### config.mk
export PLATFORM = sky130hd
export DESIGN_NAME = regfile_dump_reader
export DESIGN_NICKNAME = d
export VERILOG_FILES = /design/src/rtl/regfile_dump_reader.sv
export SDC_FILE = /design/constraint.sdc
export NUM_CORES = 1
export LEC_CHECK = 0
export CAP_MARGIN = 20
export CELL_PAD_IN_SITES_DETAIL_PLACEMENT = 1
export CELL_PAD_IN_SITES_GLOBAL_PLACEMENT = 1
export CORE_AREA = 2 2 82 84
export DETAILED_ROUTE_END_ITERATION = 8
export DIE_AREA = 0 0 84 86
export PLACE_DENSITY_LB_ADDON = 0.1
export REMOVE_ABC_BUFFERS = 1
export SYNTH_ARGS = -nofsm -noshare
export SYNTH_HDL_FRONTEND = slang
export SYNTH_SLANG_ARGS = --single-unit
### constraint.sdc
create_clock -name clk -period 4.6 [get_ports clk]
set_clock_uncertainty 0.15 [all_clocks]
set_input_delay 1.38 -clock clk [delete_from_list [all_inputs] [get_ports clk]]
set_output_delay 1.38 -clock clk [all_outputs]
set_load 0.05 [all_outputs]
### src/rtl/regfile_dump_reader.sv
// ---------------------------------------------------------------------------
// regfile_dump_reader
//
// Purpose
//   Read-side companion to a register file with a combinational read port.
//   A Start request walks the read address from FIRST_ADDR to LAST_ADDR and
//   streams every {address, data} pair out over a valid/ready port. It is
//   meant for debug dumps and bench self-checks.
//
// Stream handshake
//   A beat is transferred on any posedge where OutValid & OutReady. Once
//   OutValid is high it stays high, with OutAdd/OutData stable, until that
//   transfer happens. OutValid never depends combinationally on OutReady.
//
// Ports
//   clk       in   1         single clock, all state updates on posedge
//   Reset     in   1         asynchronous active-low reset
//   Start     in   1         dump request, sampled only while idle
//   Busy      out  1         dump in progress (from the cycle after Start to Done)
//   Done      out  1         one-cycle pulse after the final beat is taken
//   RdAdd     out  ADDR_W    register-file read address
//   RdData    in   DATA_W    combinational read data for RdAdd
//   OutValid  out  1         OutAdd/OutData hold a valid beat
//   OutReady  in   1         consumer ready
//   OutAdd    out  ADDR_W    address of the current beat
//   OutData   out  DATA_W    data of the current beat
//   BeatCnt   out  ADDR_W+1  beats emitted in the current/last dump
//   DbgState  out  2         current FSM state (0 IDLE, 1 READ, 2 DRAIN, 3 FINISH)
//
// Build option
//   REGFILE_DUMP_SKIP_ZERO_EN : registers that read as zero are walked past
//   without emitting a beat.
// ---------------------------------------------------------------------------
module regfile_dump_reader #(
   parameter int ADDR_W     = 5,
   parameter int DATA_W     = 32,
   parameter int FIRST_ADDR = 0,
   parameter int LAST_ADDR  = 31
) (
   input  logic              clk,
   input  logic              Reset,
   input  logic              Start,
   output logic              Busy,
   output logic              Done,
   output logic [ADDR_W-1:0] RdAdd,
   input  logic [DATA_W-1:0] RdData,
   output logic              OutValid,
   input  logic              OutReady,
   output logic [ADDR_W-1:0] OutAdd,
   output logic [DATA_W-1:0] OutData,
   output logic [ADDR_W:0]   BeatCnt,
   output logic [1:0]        DbgState
);

   localparam logic [ADDR_W-1:0] FIRST_A = ADDR_W'(FIRST_ADDR);
   localparam logic [ADDR_W-1:0] LAST_A  = ADDR_W'(LAST_ADDR);

   typedef enum logic [1:0] {
      S_IDLE   = 2'd0,
      S_READ   = 2'd1,
      S_DRAIN  = 2'd2,
      S_FINISH = 2'd3
   } state_t;

   state_t              state_q, state_d;
   logic [ADDR_W-1:0]   rd_add_q, rd_add_d;
   logic                out_valid_q, out_valid_d;
   logic [ADDR_W-1:0]   out_add_q, out_add_d;
   logic [DATA_W-1:0]   out_data_q, out_data_d;
   logic [ADDR_W:0]     beat_cnt_q, beat_cnt_d;

   // The output register can take a new beat when it is empty or its
   // current beat is being taken on this edge.
   logic load;
   // A load-eligible cycle that actually produces a beat.
   logic take_beat;

   assign load = !out_valid_q || OutReady;

`ifdef REGFILE_DUMP_SKIP_ZERO_EN
   assign take_beat = load && (RdData != '0);
`else
   assign take_beat = load;
`endif

   // State register
   always_ff @(posedge clk or negedge Reset) begin
      if (!Reset) begin
         state_q     <= S_IDLE;
         rd_add_q    <= '0;
         out_valid_q <= 1'b0;
         out_add_q   <= '0;
         out_data_q  <= '0;
         beat_cnt_q  <= '0;
      end else begin
         state_q     <= state_d;
         rd_add_q    <= rd_add_d;
         out_valid_q <= out_valid_d;
         out_add_q   <= out_add_d;
         out_data_q  <= out_data_d;
         beat_cnt_q  <= beat_cnt_d;
      end
   end

   // Next-state logic
   always_comb begin
      state_d     = state_q;
      rd_add_d    = rd_add_q;
      out_valid_d = out_valid_q;
      out_add_d   = out_add_q;
      out_data_d  = out_data_q;
      beat_cnt_d  = beat_cnt_q;

      unique case (state_q)
         S_IDLE: begin
            if (Start) begin
               rd_add_d   = FIRST_A;
               beat_cnt_d = '0;
               state_d    = S_READ;
            end
         end

         S_READ: begin
            if (load) begin
               // On a skipped address the previous beat (if any) is being
               // taken this edge, so the register simply empties.
               out_valid_d = take_beat;
               if (take_beat) begin
                  out_add_d  = rd_add_q;
                  out_data_d = RdData;
                  beat_cnt_d = beat_cnt_q + (ADDR_W+1)'(1);
               end
               // Stop at LAST_A rather than incrementing, so the address
               // never wraps even when LAST_A is the top of the range.
               if (rd_add_q == LAST_A) begin
                  state_d = S_DRAIN;
               end else begin
                  rd_add_d = rd_add_q + ADDR_W'(1);
               end
            end
         end

         S_DRAIN: begin
            if (load) begin
               out_valid_d = 1'b0;
               state_d     = S_FINISH;
            end
         end

         S_FINISH: begin
            state_d = S_IDLE;
         end

         default: begin
            state_d = S_IDLE;
         end
      endcase
   end

   // Output logic
   always_comb begin
      Busy     = (state_q != S_IDLE);
      Done     = (state_q == S_FINISH);
      RdAdd    = rd_add_q;
      OutValid = out_valid_q;
      OutAdd   = out_add_q;
      OutData  = out_data_q;
      BeatCnt  = beat_cnt_q;
      DbgState = state_q;
   end

endmodule

* Yosys cells after proc, flatten, opt, wreduce, memory -nomap -nowiden
Cells that the tools add are included.
** Storage, ports and cells
- Flip-flop bits (word level) :: 51
- Input bits :: 36
- Output and inout bits :: 53
** Operators by class
- Add/subtract/negate cells :: 2
- Equality and inequality tests :: 9
- Mux-type cells :: 15
- Reduce and logical (&&, ||, !) cells :: 11
** Operators by type and width (number)
- 2-to-1 mux 5 bit :: 3
- 2-to-1 mux 6 bit :: 2
- one-hot mux 6 bit (2 select lines) :: 1
- != test 2 bit, second input constant :: 5
- one-hot mux 5 bit (2 select lines) :: 1
- 2-to-1 mux 2 bit :: 4
- one-hot mux 2 bit (4 select lines) :: 1
- AND reduction 4 bit :: 2
- adder 6 x 1 -> 6 bit, second input constant :: 1
- AND reduction 3 bit :: 2
- nonzero test 2 bit :: 3
- adder 5 x 1 -> 5 bit, second input constant :: 1
- == test 5 bit, second input constant :: 1
- == test 2 bit, second input constant :: 2
- == test 2 x 1 -> 1 bit, second input constant :: 1
- logical NOT 2 bit :: 1
- 2-to-1 mux 1 bit :: 2
- one-hot mux 1 bit (2 select lines) :: 1
- AND reduction 2 bit :: 1
- logical NOT 1 bit :: 1
- logical OR 1 bit :: 1

* Logic depth before layout (Yosys ltp)
Gate-level depths: netlist of run 1.
- Word-level depth :: 4
- Gate-level depth with buffers :: 8
- Mapped depth without buffers :: 6

* Worst setup path after synthesis of run 1
Ideal clock, no wire load.
- Kind :: register to output
- Start :: register state_q[0] (netlist: DbgState[0])
- End :: output port Busy
- Data arrival time :: 1.407 ns
- Data required time :: 3.070 ns
- Slack :: 1.663 ns
- Cell stages (with the launch flop) :: 4
- Cells stage by stage :: dfrtp_1 -> inv_1 -> ha_1 -> inv_1
** On the way
- Longest elaborated chain between the ends :: 1
** Ends and longest elaborated chain
- start, declared :: RTL line 65 : state_t state_q, state_d;
- start signal, assigned :: RTL line 96 : state_q <= state_d;
- nonzero test 2 bit :: RTL line 162 : Busy = (state_q != S_IDLE);
- end, declared :: RTL line 43 : output logic Busy,
No other way between the ends.

* Worst setup path after layout of run 1
Ends and elaborated chain as after synthesis.

==> results of run 1 <==
## state kept, by name (all words and copies together) (netlist names)
signal    cells
OutData      32
BeatCnt       6
OutAdd        5
RdAdd         5
DbgState      2
OutValid      1
## worst max path at each step
stage | to | slack [ns] | cells after the start
after floorplan | RdAdd[0] | 1.48 | 4
after global placement | RdAdd[0] | 1.11 | 5
after detailed placement | RdAdd[0] | 1.02 | 5
after CTS | Busy | 1.03 | 4
after global routing | Busy | 0.97 | 4
final | Busy | 1.06 | 4
## routing by layer
metal  global-route usage [%]  vias to the layer above  share of wire [%]
met3                    3.272                        7                5.3
met4                    4.399                        0                1.1
met5                        0                        -                  0
li1                         -                      741                  -
met2                    23.85                       60                 48
met1                    19.22                      756                 46
## cell type report
type / count / area (µm²)
fillers: 648 / 3050
flip-flops and latches: 51 / 1276
repair buffers: 89 / 883.3
multi-input cells: 102 / 857.1
well taps: 77 / 96.34
clock buffers: 6 / 72.57
clock inverters: 1 / 30.03
inverters: 3 / 11.26
## per-stage QoR
stage          hold slack, ns  cell area (µm²)  setup slack [ns]  util, %
2_1_floorplan          0.6395             2142             1.481        -
3_3_place_gp           0.3361             3124             1.109    49.77
3_5_place_dp           0.3427             3124             1.017    49.77
4_1_cts                0.3635             3227             1.030    51.41
5_1_grt                0.3687             3227            0.9678    51.41
6_report               0.3570             3227             1.060    51.41
## cells by family (layout without fill, tap and decap cells)
kind of cell	Yosys count	count (layout)	share of synthesized area [%]
AOI/OAI and AO/OA	17	17	5.076
muxes	41	41	21.45
xor gates and xnor gates	3	3	1.211
DFF	51	51	58.82
adders and majority gates	7	7	4.037
buffers and inverters	8	99	1.788
and+or+nand+nor	34	34	7.613
## cell usage after synthesis (all sizes together) (2+ instances only)
library cell / instances / area, µm²
nand2b: 3 / 18.77
nor2b: 2 / 12.51
o21ai: 8 / 40.04
dfrtp: 51 / 1276
mux2: 41 / 465.4
a22o: 3 / 26.28
nand3: 2 / 10.01
xor2: 3 / 26.28
and3: 3 / 18.77
nand4: 2 / 12.51
nand2: 9 / 33.78
nor2: 9 / 33.78
buf: 5 / 27.53
inv: 3 / 11.26
ha: 7 / 87.58
## power groups by stage
| stage | sequential, µW | clock [µW] | combinational, µW |
|---|---|---|---|
| after floorplan | 1420 | 0 | 433 |
| after global placement | 763 | 0 | 1610 |
| after detailed placement | 770 | 0 | 1630 |
| after CTS | 764 | 309 | 1630 |
| after global routing | 794 | 324 | 1690 |
| final | 759 | 296 | 1610 |
==> metrics.md, run 1 <==
| Metric | Value |
|---|---|
| Register-to-register setup slack | `roughly 2.2 ns` |
| Combinational power share | `between 60% and 70%` |
| Congestion Overflow GR | `0` |
| Post-CTS Setup Inserts | `0` |
| Hold Path Depth | `1` |
| DR vias | `~1,600` |
| FP Rows | `29` |
| Max frequency | `roughly 0.28 GHz` |
| Clock share of power | `approximately 11%` |
| Crit-path max cell delay | `~0.81 ns` |
| Area grow syn2layout | `48.73%` |
| Switching share of power | `between 40% and 50%` |
| Total GRT Usage | `between 10 and 15%` |
| WL final | `roughly 5000 µm` |
| Clock-pin slew on the worst setup and hold paths | `approximately 0.080 ns` |
| RSZ-0062 raised after global routing | `false` |
| Initial antenna violation count | `0` |
| Cell Area, Synth | `between 2000 and 2500 µm²` |
| First DRT Iteration DRCs | `18` |
| Final hold vios | `0` |
| Placed insts | `322` |
| Worst r2r path cells | `5` |
| Die width | `roughly 84 µm` |
| Cell-internal power | `approximately 1400 µW` |
| Yosys warnings | `0` |
| Most used cell, CP | `inv_1` |
| Power consumption | `approximately 2700 µW` |
| CTS resizes | `0` |
| Kind of critical path | `register to output pin` |
| H-tree depth | `2` |
| Synthesized instance count | `161` |
| TritonCTS clock tree | `built` |
| Hold Path Sink | `OutData[28]` |
| Max cap viols | `0` |
| Worst Setup SP | `DbgState[0]` |
| CP max-delay cell | `clkdlybuf4s50_1` |
| Core Area | `~6300 µm²` |
| Via density | `around 4.8` |
| Post-synth EDFFs | `0` |
| Vias in the first global route | `between 1,500 and 2,000` |
| Minimum clock period | `3.540 ns` |
| Routed length per placed instance | `roughly 15 µm` |
| R2R Path End | `RdAdd[0]` |
| First-pass GRT wire length | `8286 µm` |
| Post-synth ARST share | `between 90% and 100%` |
| Worst Setup Start Kind | `register` |
| First drt pass iteration count | `4` |
| CP Cell Sequence | `inv_1 > ha_1 > inv_1 > clkdlybuf4s50_1` |
| Io pins | `89` |
| Sequential Power Share | `between 20% and 30%` |
| Leak | `about 0.0014 µW` |
| Critical Path AT | `roughly 2.0 ns` |
| Synth Flop Type | `dfrtp_1` |
| Full die area | `7224 µm²` |
| Worst-Margin Slew | `0.9202 ns` |
| Hold_sp | `OutData[28]` |
| Worst Path Max Fanout | `6` |
| Die Ht | `86 µm` |
| Ant diodes | `0` |
| Finish-stage setup viols | `0` |
| Post-route clock period utilization | `just under 80%` |
| Relative slew slack | `38.44%` |
| Syn avg cell area | `~13 µm²` |
| Most frequent cells in the layout | `clkdlybuf4s50_1, dfrtp_1, mux2_2, nor2_1` |
| Yosys cell types | `27` |
| Slew Viols, Final | `0` |
| Hold_buf cts | `0` |
| Fin Setup TNS | `0 ns` |
| Post-DRT Antenna Nets | `0` |
| Sequential share of the synthesized area | `58.82%` |
| Buffers on Ports | `88` |
| Fin cells | `approximately 330` |
| Bufs and invs on worst path | `3` |
| Cell Pwr Density | `roughly 830 nW/µm²` |
| Number of buffers created by CTS | `5` |
| Status | `completed` |
| Clock buffer depth | `2` |
| CP top delay family | `buffers and inverters` |
| Worst EP required | `3.07 ns` |
| Initial core utilization | `roughly 35%` |
| GP Congestion | `0.6969` |
| Clk sinks | `between 50 and 60` |
| Worst VDD drop | `around 0.44 mV` |
| Hpwl dp | `3640 µm` |
| Flops & latches, synth | `51` |
| P_sw | `between 1000 and 1500 µW` |
| DRC errors left | `0` |
| Clk_lat worst skew | `approximately 0.29 ns` |
| CTS Root Cell | `clkbuf_8` |
| CP Capture Type | `output pin` |
| Critical R2R Launch | `DbgState[1]` |
| Net count, final | `around 300` |
| Commonest non-fill, non-tap cell in the layout | `clkdlybuf4s50_1` |
| Worst Hold Class | `register to register` |
| Layout cell share with drive strength beyond 1 | `roughly 20%` |
| Largest net degree at the start of global routing | `40` |
(Power assumes the default switching activity.)
==> run 2: changes to the inputs <==
Settings changed: CORE_AREA 2 2 82 84 to 2 2 89 91, DIE_AREA 0 0 84 86 to 0 0 91 93.
Clock period 4.6 ns to 3.2 ns, I/O delays scaled along.
==> run 2 against run 1 <==
Net effect: setup slack lost 0.65 ns; sequential share of layout area shrank 0.56 points; sequential power grew 42%; non-clock buffer count grew 1; total power grew 43%; global-route usage shrank 2.2 points; utilization shrank 7.9 points; via count grew 1.6%; cell count grew 8.2%; critical path type unchanged; largest cell class unchanged; highest routed layer unchanged.
==> metrics.md, run 2 (synthesis gave the netlist of run 1 again) <==
| Metric | Value |
|---|---|
| Layout cell share with drive strength beyond 1 | `20.47% (+0.63 points)` |
| Initial core utilization | `28.82% (-5.7 points)` |
| Congestion Overflow GR | `0 (unchanged)` |
| Commonest non-fill, non-tap cell in the layout | `clkdlybuf4s50_1` |
| Met2 Resource Use GR | `19.44% (-4.4 points)` |
| Largest net degree at the start of global routing | `52 (+30%)` |
| Net count, final | `296 (+0.34%)` |
| GP Congestion | `0.7123 (+2.2%)` |
| Met1 Use GR | `16.65% (-2.6 points)` |
| Worst-Margin Slew | `0.6523 ns (-0.2679 ns)` |
| Area grow syn2layout | `50.87%` |
| Worst Hold Class | `register to register` |
| Relative slew slack | `56.51% (+18 points)` |
| First DRT Iteration DRCs | `46 (+28)` |
| Most frequent cells in the layout | `clkdlybuf4s50_1, dfrtp_1, mux2_2, nor2_1` |
| CP Capture Type | `output pin` |
| Ant diodes | `0 (unchanged)` |
| Total GRT Usage | `12.33% (-2.2 points)` |
| Status | `completed` |
| Post-DRT Antenna Nets | `0 (unchanged)` |
| Leak | `0.001410 µW (+0.88%)` |
| Io pins | `89 (unchanged)` |
| Largest register FFs | `32 (unchanged)` |
| Cell Pwr Density | `1163 nW/µm² (+41%)` |
| Clk sinks | `51 (unchanged)` |
| Slew Viols, Final | `0 (unchanged)` |
| Die Ht | `93 µm (+8.1%)` |
| Minimum clock period | `approximately 2.8 ns` |
| Max cap viols | `0 (unchanged)` |
| DR vias | `1,589 (+1.6%)` |
| Post-CTS Setup Inserts | `0 (unchanged)` |
| WL final | `5048 µm (+1.6%)` |
| Number of buffers created by CTS | `5 (unchanged)` |
| Worst EP required | `2.09 ns (-0.98 ns)` |
| Clk_lat worst skew | `0.30 ns (about the same)` |
| Worst VDD drop | `0.3277 mV (-26%)` |
| CP Cell Sequence | `ha_1 > clkdlybuf4s50_1` |
| Busiest grt layer | `met2` |
| Pre-CTS setup slack | `0.4032 ns (-0.6136 ns)` |
| Clock-pin slew on the worst setup and hold paths | `0.09 ns (about the same)` |
| Routed length per placed instance | `14.18 µm (-6.1%)` |
| Initial antenna violation count | `0 (unchanged)` |
| Core Area | `7527 µm² (+20%)` |
| Worst Path Max Fanout | `5 (-1)` |
| Buffers on Ports | `88 (unchanged)` |
| Hpwl dp | `3630 µm (-0.28%)` |
| H-tree depth | `2 (unchanged)` |
| DRC errors left | `0 (unchanged)` |
| First drt pass iteration count | `4 (unchanged)` |
| Post-route clock period utilization | `slightly below 90%` |
| Crit-path max cell delay | `0.79 ns (-0.02 ns)` |
| Clock buffer depth | `2 (unchanged)` |
| Setup WS post-layout | `0.4087 ns (-0.6512 ns)` |
| Final hold vios | `0 (unchanged)` |
| Full die area | `8463 µm² (+17%)` |
| Vias in the first global route | `1,634 (-1.7%)` |
| TritonCTS clock tree | `built` |
| Fin Setup TNS | `0 ns (unchanged)` |
| Worst Setup Start Kind | `register` |
| FP Rows | `32 (+10%)` |
| Grt met3 use | `3.304% (+0.031 points)` |
| Die width | `91 µm (+8.3%)` |
| Kind of critical path | `register to output pin` |
| Max frequency | `roughly 0.36 GHz` |
| CP max-delay cell | `clkdlybuf4s50_1` |
| Critical Path AT | `1.68 ns (-0.33 ns)` |
| Via density | `4.463 (-6.1%)` |
| Finish-stage setup viols | `0 (unchanged)` |
| RSZ-0062 raised after global routing | `false` |
| CTS Root Cell | `clkbuf_8` |
| First-pass GRT wire length | `8273 µm (-0.16%)` |
[run 2: cell type report]
type / instances / area [µm²]
well taps: 102 / 127.6
inverters: 3 / 11.26
flip-flops and latches: 51 / 1276
clock buffers: 7 / 86.33
repair buffers: 90 / 905.9
clock inverters: 1 / 8.758
multi-input cells: 102 / 857.1
fillers: 830 / 4254
[run 2: final timing paths]
check / start / end / slack, ns / cells past startpoint
worst max-delay path: DbgState[0] / Done / 0.41 / 2
worst min-delay path: OutData[15] / OutData[15] / 0.36 / 1
worst max register to register: RdAdd[0] / DbgState[1] / 1.11 / 6
worst min register to register: OutData[15] / OutData[15] / 0.36 / 1
max in group asynchronous: Reset / BeatCnt[0] / 1.85 / 2
min in group asynchronous: Reset / OutData[17] / 0.61 / 2
[run 2: power breakdown]
| part | total [µW] | switching, µW | internal, µW | leakage [µW] |
|---|---|---|---|---|
| clock network | 390 | 212 | 178 | 0.0000484 |
| registers | 1080 | 164 | 919 | 0.000630 |
| logic | 2330 | 1450 | 886 | 0.000733 |
| total | 3810 | 1820 | 1980 | 0.00141 |
[run 2: layer usage]
layer  wire length (µm)  vias up
met3                269        7
met1               2320      787
met4                 61        0
li1                   -      748
met5                  0        -
met2               2397       47
[run 2: critical path, delay by kind of cell, from the launching register on]
family	cells	cell delay, ns
fa+ha+maj	1	0.16
flops	1	0.43
buf+inv	1	0.79
[run 2: metrics by stage]
| stage | utilization [%] | cells | total power (µW) | hold slack [ns] | area [µm²] |
|---|---|---|---|---|---|
| after floorplan | - | 156 | 2662 | 0.5144 | 2142 |
| after global placement | 42.19 | 348 | 3444 | 0.3371 | 3176 |
| after detailed placement | 42.19 | 348 | 3468 | 0.3424 | 3176 |
| after CTS | 43.45 | 356 | 3871 | 0.3650 | 3271 |
| after global routing | 43.48 | 356 | 4016 | 0.3772 | 3273 |
| final | 43.48 | 356 | 3808 | 0.3604 | 3273 |
[run 2: timing repair]
item                       in CTS  in global routing
hold endpoints to repair        0                  0
hold buffers                    0                  0
resized for setup               0                  1
setup endpoints to repair       0                  1
==> run 3: changes to the inputs <==
Settings changed: SLEW_MARGIN set to 10.
==> results of run 3 <==
No change in the layout: final DEF, timing and power equal those of run 2.
